## src/rtl/fifo_to_com_if.sv

```systemverilog
// FIFO read port, frame control and COM tx signals of the fifo_to_com block.
// The slave modport is the block itself; the master modport is whatever drives it.
interface fifo_to_com_if;
  logic       enable;
  logic       start;
  logic [7:0] byte_count;
  logic       fifo_empty;
  logic [7:0] fifo_data_in;
  logic       fifo_re;
  logic       tx;
  logic       busy;
  logic       done;
  logic [7:0] crc;

  modport master (
    output enable, start, byte_count, fifo_empty, fifo_data_in,
    input  fifo_re, tx, busy, done, crc
  );

  modport slave (
    input  enable, start, byte_count, fifo_empty, fifo_data_in,
    output fifo_re, tx, busy, done, crc
  );
endinterface

```

## src/rtl/fifo_to_com.sv

```systemverilog
// fifo_to_com: drains byte_count bytes from the shared FIFO, sends each one
// as UART 8N1 on tx, and finishes the frame with a CRC-8 trailer byte.
// The CRC runs bit-serially, MSB first, during each payload byte's start bit.
module fifo_to_com #(
  parameter int         CLKS_PER_BIT = 5208,
  parameter logic [7:0] CRC_POLY     = 8'h07,
  parameter logic [7:0] CRC_INIT     = 8'h00
) (
  input logic          clk,
  input logic          reset,
  fifo_to_com_if.slave bus
);

  localparam int               CNT_W    = $clog2(CLKS_PER_BIT);
  localparam logic [CNT_W-1:0] LAST_CLK = CNT_W'(CLKS_PER_BIT - 1);

  typedef enum logic [2:0] {IDLE, FETCH, CAPTURE, SHIFT, SEND_CRC, DONE} state_t;

  state_t           state, state_nxt;
  logic [CNT_W-1:0] clk_cnt;
  logic [3:0]       bit_cnt;
  logic [7:0]       remaining;
  logic [7:0]       shreg;
  logic [7:0]       crc_data;
  logic [7:0]       crc;
  logic [3:0]       crc_cnt;
  logic             tx_r;
  logic             fifo_re;
  logic             accept;
  logic             bit_end;
  logic             frame_end;

  // One MSB-first CRC step: feedback is the CRC MSB xor the incoming bit.
  function automatic logic [7:0] crc_step(input logic [7:0] c, input logic d);
    logic fb;
    fb = c[7] ^ d;
    return {c[6:0], 1'b0} ^ (fb ? CRC_POLY : 8'h00);
  endfunction

  // Next-state decode and the FIFO read strobe.
  always_comb begin
    state_nxt = state;
    fifo_re   = 1'b0;
    accept    = bus.start && bus.enable;
    bit_end   = (clk_cnt == LAST_CLK);
    frame_end = bit_end && (bit_cnt == 4'd9);
    case (state)
      IDLE:     if (accept) state_nxt = (bus.byte_count == 8'd0) ? SEND_CRC : FETCH;
      FETCH:    if (!bus.fifo_empty) begin
                  fifo_re   = 1'b1;
                  state_nxt = CAPTURE;
                end
      CAPTURE:  state_nxt = SHIFT;
      SHIFT:    if (frame_end) state_nxt = (remaining != 8'd0) ? FETCH : SEND_CRC;
      SEND_CRC: if (frame_end) state_nxt = DONE;
      DONE:     state_nxt = IDLE;
      default:  state_nxt = IDLE;
    endcase
  end

  // State register.
  always_ff @(posedge clk or negedge reset) begin
    if (!reset) state <= IDLE;
    else        state <= state_nxt;
  end

  // Bit timing, tx line, byte counter and the CRC register.
  always_ff @(posedge clk or negedge reset) begin
    if (!reset) begin
      tx_r      <= 1'b1;
      clk_cnt   <= '0;
      bit_cnt   <= '0;
      remaining <= '0;
      crc       <= CRC_INIT;
      crc_cnt   <= '0;
    end else begin
      case (state)
        IDLE: begin
          tx_r <= 1'b1;
          if (accept) begin
            remaining <= bus.byte_count;
            crc       <= CRC_INIT;
            clk_cnt   <= '0;
            bit_cnt   <= '0;
            // An empty frame goes straight to the trailer start bit.
            if (bus.byte_count == 8'd0) tx_r <= 1'b0;
          end
        end
        CAPTURE: begin
          remaining <= remaining - 8'd1;
          crc_cnt   <= 4'd8;
          tx_r      <= 1'b0;
          clk_cnt   <= '0;
          bit_cnt   <= '0;
        end
        SHIFT, SEND_CRC: begin
          // The trailer carries the CRC, so only payload bytes feed it.
          if (state == SHIFT && crc_cnt != 4'd0) begin
            crc     <= crc_step(crc, crc_data[7]);
            crc_cnt <= crc_cnt - 4'd1;
          end
          if (bit_end) begin
            clk_cnt <= '0;
            bit_cnt <= bit_cnt + 4'd1;
            if (bit_cnt < 4'd8) tx_r <= shreg[bit_cnt[2:0]];
            else                tx_r <= 1'b1;
            // Last payload byte runs directly into the trailer start bit.
            if (frame_end && state == SHIFT && remaining == 8'd0) begin
              tx_r    <= 1'b0;
              bit_cnt <= '0;
            end
          end else begin
            clk_cnt <= clk_cnt + CNT_W'(1);
          end
        end
        default: tx_r <= 1'b1;
      endcase
    end
  end

  // Byte shift register and CRC feed copy; pure data, no reset.
  always_ff @(posedge clk) begin
    case (state)
      IDLE:    if (accept) shreg <= CRC_INIT;
      CAPTURE: begin
        shreg    <= bus.fifo_data_in;
        crc_data <= bus.fifo_data_in;
      end
      SHIFT: begin
        if (crc_cnt != 4'd0) crc_data <= {crc_data[6:0], 1'b0};
        // CRC has settled long before the stop bit ends; load it for the trailer.
        if (frame_end) shreg <= crc;
      end
      default: ;
    endcase
  end

  assign bus.fifo_re = fifo_re;
  assign bus.tx      = tx_r;
  assign bus.busy    = state inside {FETCH, CAPTURE, SHIFT, SEND_CRC};
  assign bus.done    = (state == DONE);
  assign bus.crc     = crc;

endmodule

```

## src/flat_wrapper.sv

```systemverilog
// flat-port wrapper written by rule: the top's interface ports become plain ports
module fifo_to_com_flat 
#(
  parameter int         CLKS_PER_BIT = 5208,
  parameter logic [7:0] CRC_POLY     = 8'h07,
  parameter logic [7:0] CRC_INIT     = 8'h00
)
  (clk, reset, bus_enable, bus_start, bus_byte_count, bus_fifo_empty, bus_fifo_data_in, bus_fifo_re, bus_tx, bus_busy, bus_done, bus_crc);
  fifo_to_com_if bus_i ();
  input logic clk;
  input logic reset;
  input wire logic [$bits(bus_i.enable)-1:0] bus_enable;
  input wire logic [$bits(bus_i.start)-1:0] bus_start;
  input wire logic [$bits(bus_i.byte_count)-1:0] bus_byte_count;
  input wire logic [$bits(bus_i.fifo_empty)-1:0] bus_fifo_empty;
  input wire logic [$bits(bus_i.fifo_data_in)-1:0] bus_fifo_data_in;
  output wire logic [$bits(bus_i.fifo_re)-1:0] bus_fifo_re;
  output wire logic [$bits(bus_i.tx)-1:0] bus_tx;
  output wire logic [$bits(bus_i.busy)-1:0] bus_busy;
  output wire logic [$bits(bus_i.done)-1:0] bus_done;
  output wire logic [$bits(bus_i.crc)-1:0] bus_crc;
  assign bus_i.enable = bus_enable;
  assign bus_i.start = bus_start;
  assign bus_i.byte_count = bus_byte_count;
  assign bus_i.fifo_empty = bus_fifo_empty;
  assign bus_i.fifo_data_in = bus_fifo_data_in;
  assign bus_fifo_re = bus_i.fifo_re;
  assign bus_tx = bus_i.tx;
  assign bus_busy = bus_i.busy;
  assign bus_done = bus_i.done;
  assign bus_crc = bus_i.crc;
  fifo_to_com #(.CLKS_PER_BIT(CLKS_PER_BIT), .CRC_POLY(CRC_POLY), .CRC_INIT(CRC_INIT)) u_core (.clk(clk), .reset(reset), .bus(bus_i));
endmodule
```

## config.mk

```make
export PLATFORM = sky130hd
export DESIGN_NAME = fifo_to_com_flat
export DESIGN_NICKNAME = d
export VERILOG_FILES = /design/src/rtl/fifo_to_com_if.sv /design/src/rtl/fifo_to_com.sv /design/src/flat_wrapper.sv
export SDC_FILE = /design/constraint.sdc
export NUM_CORES = 1
export LEC_CHECK = 0
export CAP_MARGIN = 5
export CORE_ASPECT_RATIO = 1.75
export CORE_MARGIN = 2
export CORE_UTILIZATION = 40
export DETAILED_ROUTE_END_ITERATION = 8
export GPL_TIMING_DRIVEN = 0
export PLACE_DENSITY = 0.62
export SYNTH_ARGS = -nofsm -noshare
export SYNTH_HDL_FRONTEND = slang
export SYNTH_SLANG_ARGS = --single-unit
export TNS_END_PERCENT = 50
```

## constraint.sdc

```tcl
create_clock -name clk -period 3.55 [get_ports clk]
set_input_delay 0.71 -clock clk [delete_from_list [all_inputs] [get_ports clk]]
set_output_delay 0.71 -clock clk [all_outputs]
set_load 0.01 [all_outputs]
```

==> metrics.md, run 1 <==
| Metric | Value |
|---|---|
| Total CTS buffers | 9 |
| # rows | 42 |
| P per Cell Area | 824 nW/um^2 |
| Final min period | 2.95 ns |
| Layout cells sized above 1 | 11.7% |
| Clock Tree Root | clkbuf_16 |
| Hpwl dp | 5.62 mm |
| Layout fillers | 697 |
| Unrepaired setup endpoints after global routing | no |
| Hold Buf Count CTS | 0 |
| Longest Clk Path Bufs | 2 |
| Leak pwr | 1.55 nW |
| CTS tree | done |
| Worst Skew | 0.00540 ns |
| Worst rel slew slack | 52.4% |
| Worst min-delay path class | input port to async pin |
| Cell variety after synth | 57 |
| Ranking of synthesized cells by area | dfrtp_1, edfxtp_1, nand2_1 |
| Largest net degree at the start of global routing | 30 |
| Slowest cell on the critical path | clkdlybuf4s50_1 |
| Synth Area in XOR/XNOR | 2.77% |
| Sequential cell area fraction in the yosys report | 47.7% |
| IO Pins | 33 |
| Placed insts | 456 |
| Cell count after synthesis | 335 |
| Adder-cell share of the synthesized area | 1.98% |
| IR drop worst, VDD | 0.000380 V |
| CP Class | flop to output port |
| Status | finished clean |
| Main combinational cell family by area after synthesis | simple AND/OR/NAND/NOR gates |
| Multi-input gate area | 1510 sq um |
| Critical Path End Type | output port |
| First-pass GRT wire length | 12.4 mm |
| Setup_tns | 0 ns |
| Nature of the critical path startpoint | flop |
| Mapped Area | 3160 sq um |
| Total congestion overflow | 0 |
| Drc violations | 0 |
| Postcts setup bufs | 0 |
| Max-cap violations | 0 |
| Avg Cell Area, Syn | 9.43 sq um |
| Post-Route WL | 7.55 mm |
| Vias in the first global route | 2589 |
| Clock slew at reported path FFs | 0.05 ns |
| Top FF cell, synth | dfrtp_1 |
| Mapped Nets | 361 |
| Most used cell, CP | buf_2 |
| Syn-to-layout area delta | 22.7% |
| Worst Path Required | 2.84 ns |
| Via count | 2655 |
| GPL Wtd Cong | 0.870 |
| Final hold violations | 0 |
| Post-synthesis mux area share | 2.61% |
| Initial antenna violation count | 0 |
| DIE AREA | 8650 sq um |
| Clock Sink Count | 57 |
| #FFs+latches synth | 57 |
| H-tree levels | 3 |
| CP Data Arrival Time | 2.24 ns |
| Synth async-reset ratio | 71.9% |
| DR WL/cell | 16.0 um |
| Number of synthesized flops with an enable pin | 16 |
| Setup Viol. Count Final | 0 |
| Final setup margin | 0.604 ns |
| Floorplan core area | 7620 sq um |
| Top-count cell post-synth | nand2_1 |
| Synth top area share | 31.7% |
| DRT antenna net count | 0 |
| Post-Synth Simple-Gate Area | 22.5% |
| Diode count | 0 |
| Seq. cell area | 1510 sq um |
| Drt pass-1 iters | 4 |
| Synth area leader | dfrtp_1 |
| Slew of the pin with the lowest slew margin | 0.707 ns |
| Synth Area in Compound Gates | 18.0% |
| Critical Path, Cell by Cell | buf_2 > buf_2 > buf_1 > nor4b_1 > clkdlybuf4s50_1 |
| Vias/cell | 5.63 |
| Starting Density | 41.5% |
| Post-route insts no fill | 472 |
| Die height | 122 um |
| Synth warnings | 0 |
| Port buffer count | 32 |
| Pre-CTS setup slack | 0.799 ns |
| Final period utilization | 83.0% |
| Largest fanout on the critical path | 10 |
| CTS resizes | 0 |
| DRT iter0 DRCs | 104 |
| Die W | 71.2 um |
| Nets@finish | 405 |
| Worst-Skew Late Latency | 0.33 ns |
| Worst path max stage delay | 0.58 ns |
| Slew Limit Fails | 0 |
| GRT Util Overall | 18.5% |
| Max Clock Freq | 0.339 GHz |
| Synth cell count leaders | nand2_1, dfrtp_1, o21ai_0, nor2_1, edfxtp_1 |
[sequential cells by signal, indices dropped and copies added, names as in the netlist]
name              flops
u_core.bus.tx         1
u_core.crc_cnt        4
u_core.crc_data       8
u_core.clk_cnt       13
u_core.state          3
u_core.bit_cnt        4
u_core.shreg          8
u_core.bus.crc        8
u_core.remaining      8
[placed cells by master, fill, tap and decap left out, types with 4 or more instances in the layout]
master / Yosys / layout
a31oi_1: 6 / 6
nor2_1: 28 / 28
buf_2: 10 / 11
nand2_1: 55 / 55
nand2b_1: 5 / 5
nor3_1: 12 / 12
ha_1: 5 / 5
nor4_1: 6 / 6
mux2i_1: 6 / 6
inv_1: 13 / 13
clkinvlp_4: 0 / 4
a22o_1: 4 / 4
clkbuf_16: 0 / 9
edfxtp_1: 16 / 16
a21oi_1: 11 / 11
o22a_1: 4 / 4
dfrtp_1: 40 / 40
o21ai_0: 32 / 32
clkdlybuf4s50_1: 0 / 31
xor2_1: 7 / 7
nand3_1: 15 / 15
[path summary, 6_finish.rpt]
check / start / to / slack [ns] / cells after the start
max in group asynchronous: reset / u_core.bus.tx / 2.74 / 2
worst min register to register: u_core.crc_cnt[0] / u_core.crc_cnt[0] / 0.52 / 1
worst max register to register: u_core.clk_cnt[0] / u_core.shreg[0] / 1.24 / 6
worst min-delay path: reset / u_core.clk_cnt[12] / 0.28 / 1
worst max-delay path: u_core.state[1] / bus_fifo_re / 0.60 / 5
min in group clk: u_core.crc_cnt[0] / u_core.crc_cnt[0] / 0.52 / 1
[power by group]
| part | internal, mW | switching (mW) | total (mW) |
|---|---|---|---|
| registers | 0.946 | 0.163 | 1.11 |
| logic | 0.514 | 0.793 | 1.31 |
| clock network | 0.468 | 0.312 | 0.780 |
[layout make-up]
class	count	share of cell area [%]
clock inverter	7	1.23
tap	88	2.84
clock buffer	9	5.81
sequential	57	38.9
multi-input combinational	247	39.0
buffer	17	2.26
timing repair buffer	33	8.65
inverter	14	1.36
[through the flow]
stage,hold WS [ns],cell area [sq um],power [mW],util (%)
floorplan,0.414,3160,2.02,-
global placement,0.493,3590,2.39,47.1
detailed placement,0.509,3600,2.43,47.3
CTS,0.284,3880,3.21,50.9
global route,0.301,3880,3.41,50.9
finish,0.277,3880,3.20,50.9
[worst max-delay path, delay by kind of cell, from the launching register on]
| family | cells | cell delay, ns |
|---|---|---|
| buf+inv | 4 | 1.20 |
| simple gates | 1 | 0.35 |
| flops | 1 | 0.35 |
[per-layer routing]
layer  vias to the layer above  routed length (um)  global-route usage, %
li1                       1297                   -                      -
met5                         -                   0                      0
met2                        67                4040                   32.5
met3                        12                 215                   2.32
met1                      1279                3150                   21.3
met4                         0                 145                   10.3
[cells by family after synthesis]
family | Yosys count
XOR/XNOR | 10
multiplexers | 7
AND/OR/NAND/NOR | 144
flip-flops | 57
AO/OA/AOI/OAI | 81
buffers and inverters | 31
adder cells (fa/ha/maj) | 5
Power figures use the tool's default switching activity.
==> run 2, diff against run 1 <==
- clock period: 3.55 -> 3 ns (I/O delays scaled with it)
==> results of run 2 <==
The final DEF is identical to that of run 1. Status: finished clean.
Among the figures that moved: setup slack after placement 0.799 ns -> 0.469 ns; setup slack after layout 0.604 ns -> 0.164 ns; hold slack 0.277 ns -> 0.167 ns; register-to-register setup slack 1.24 ns -> 0.69 ns; total power 3.20 mW -> 3.78 mW; worst IR drop on VDD 0.000380 V -> 0.000450 V
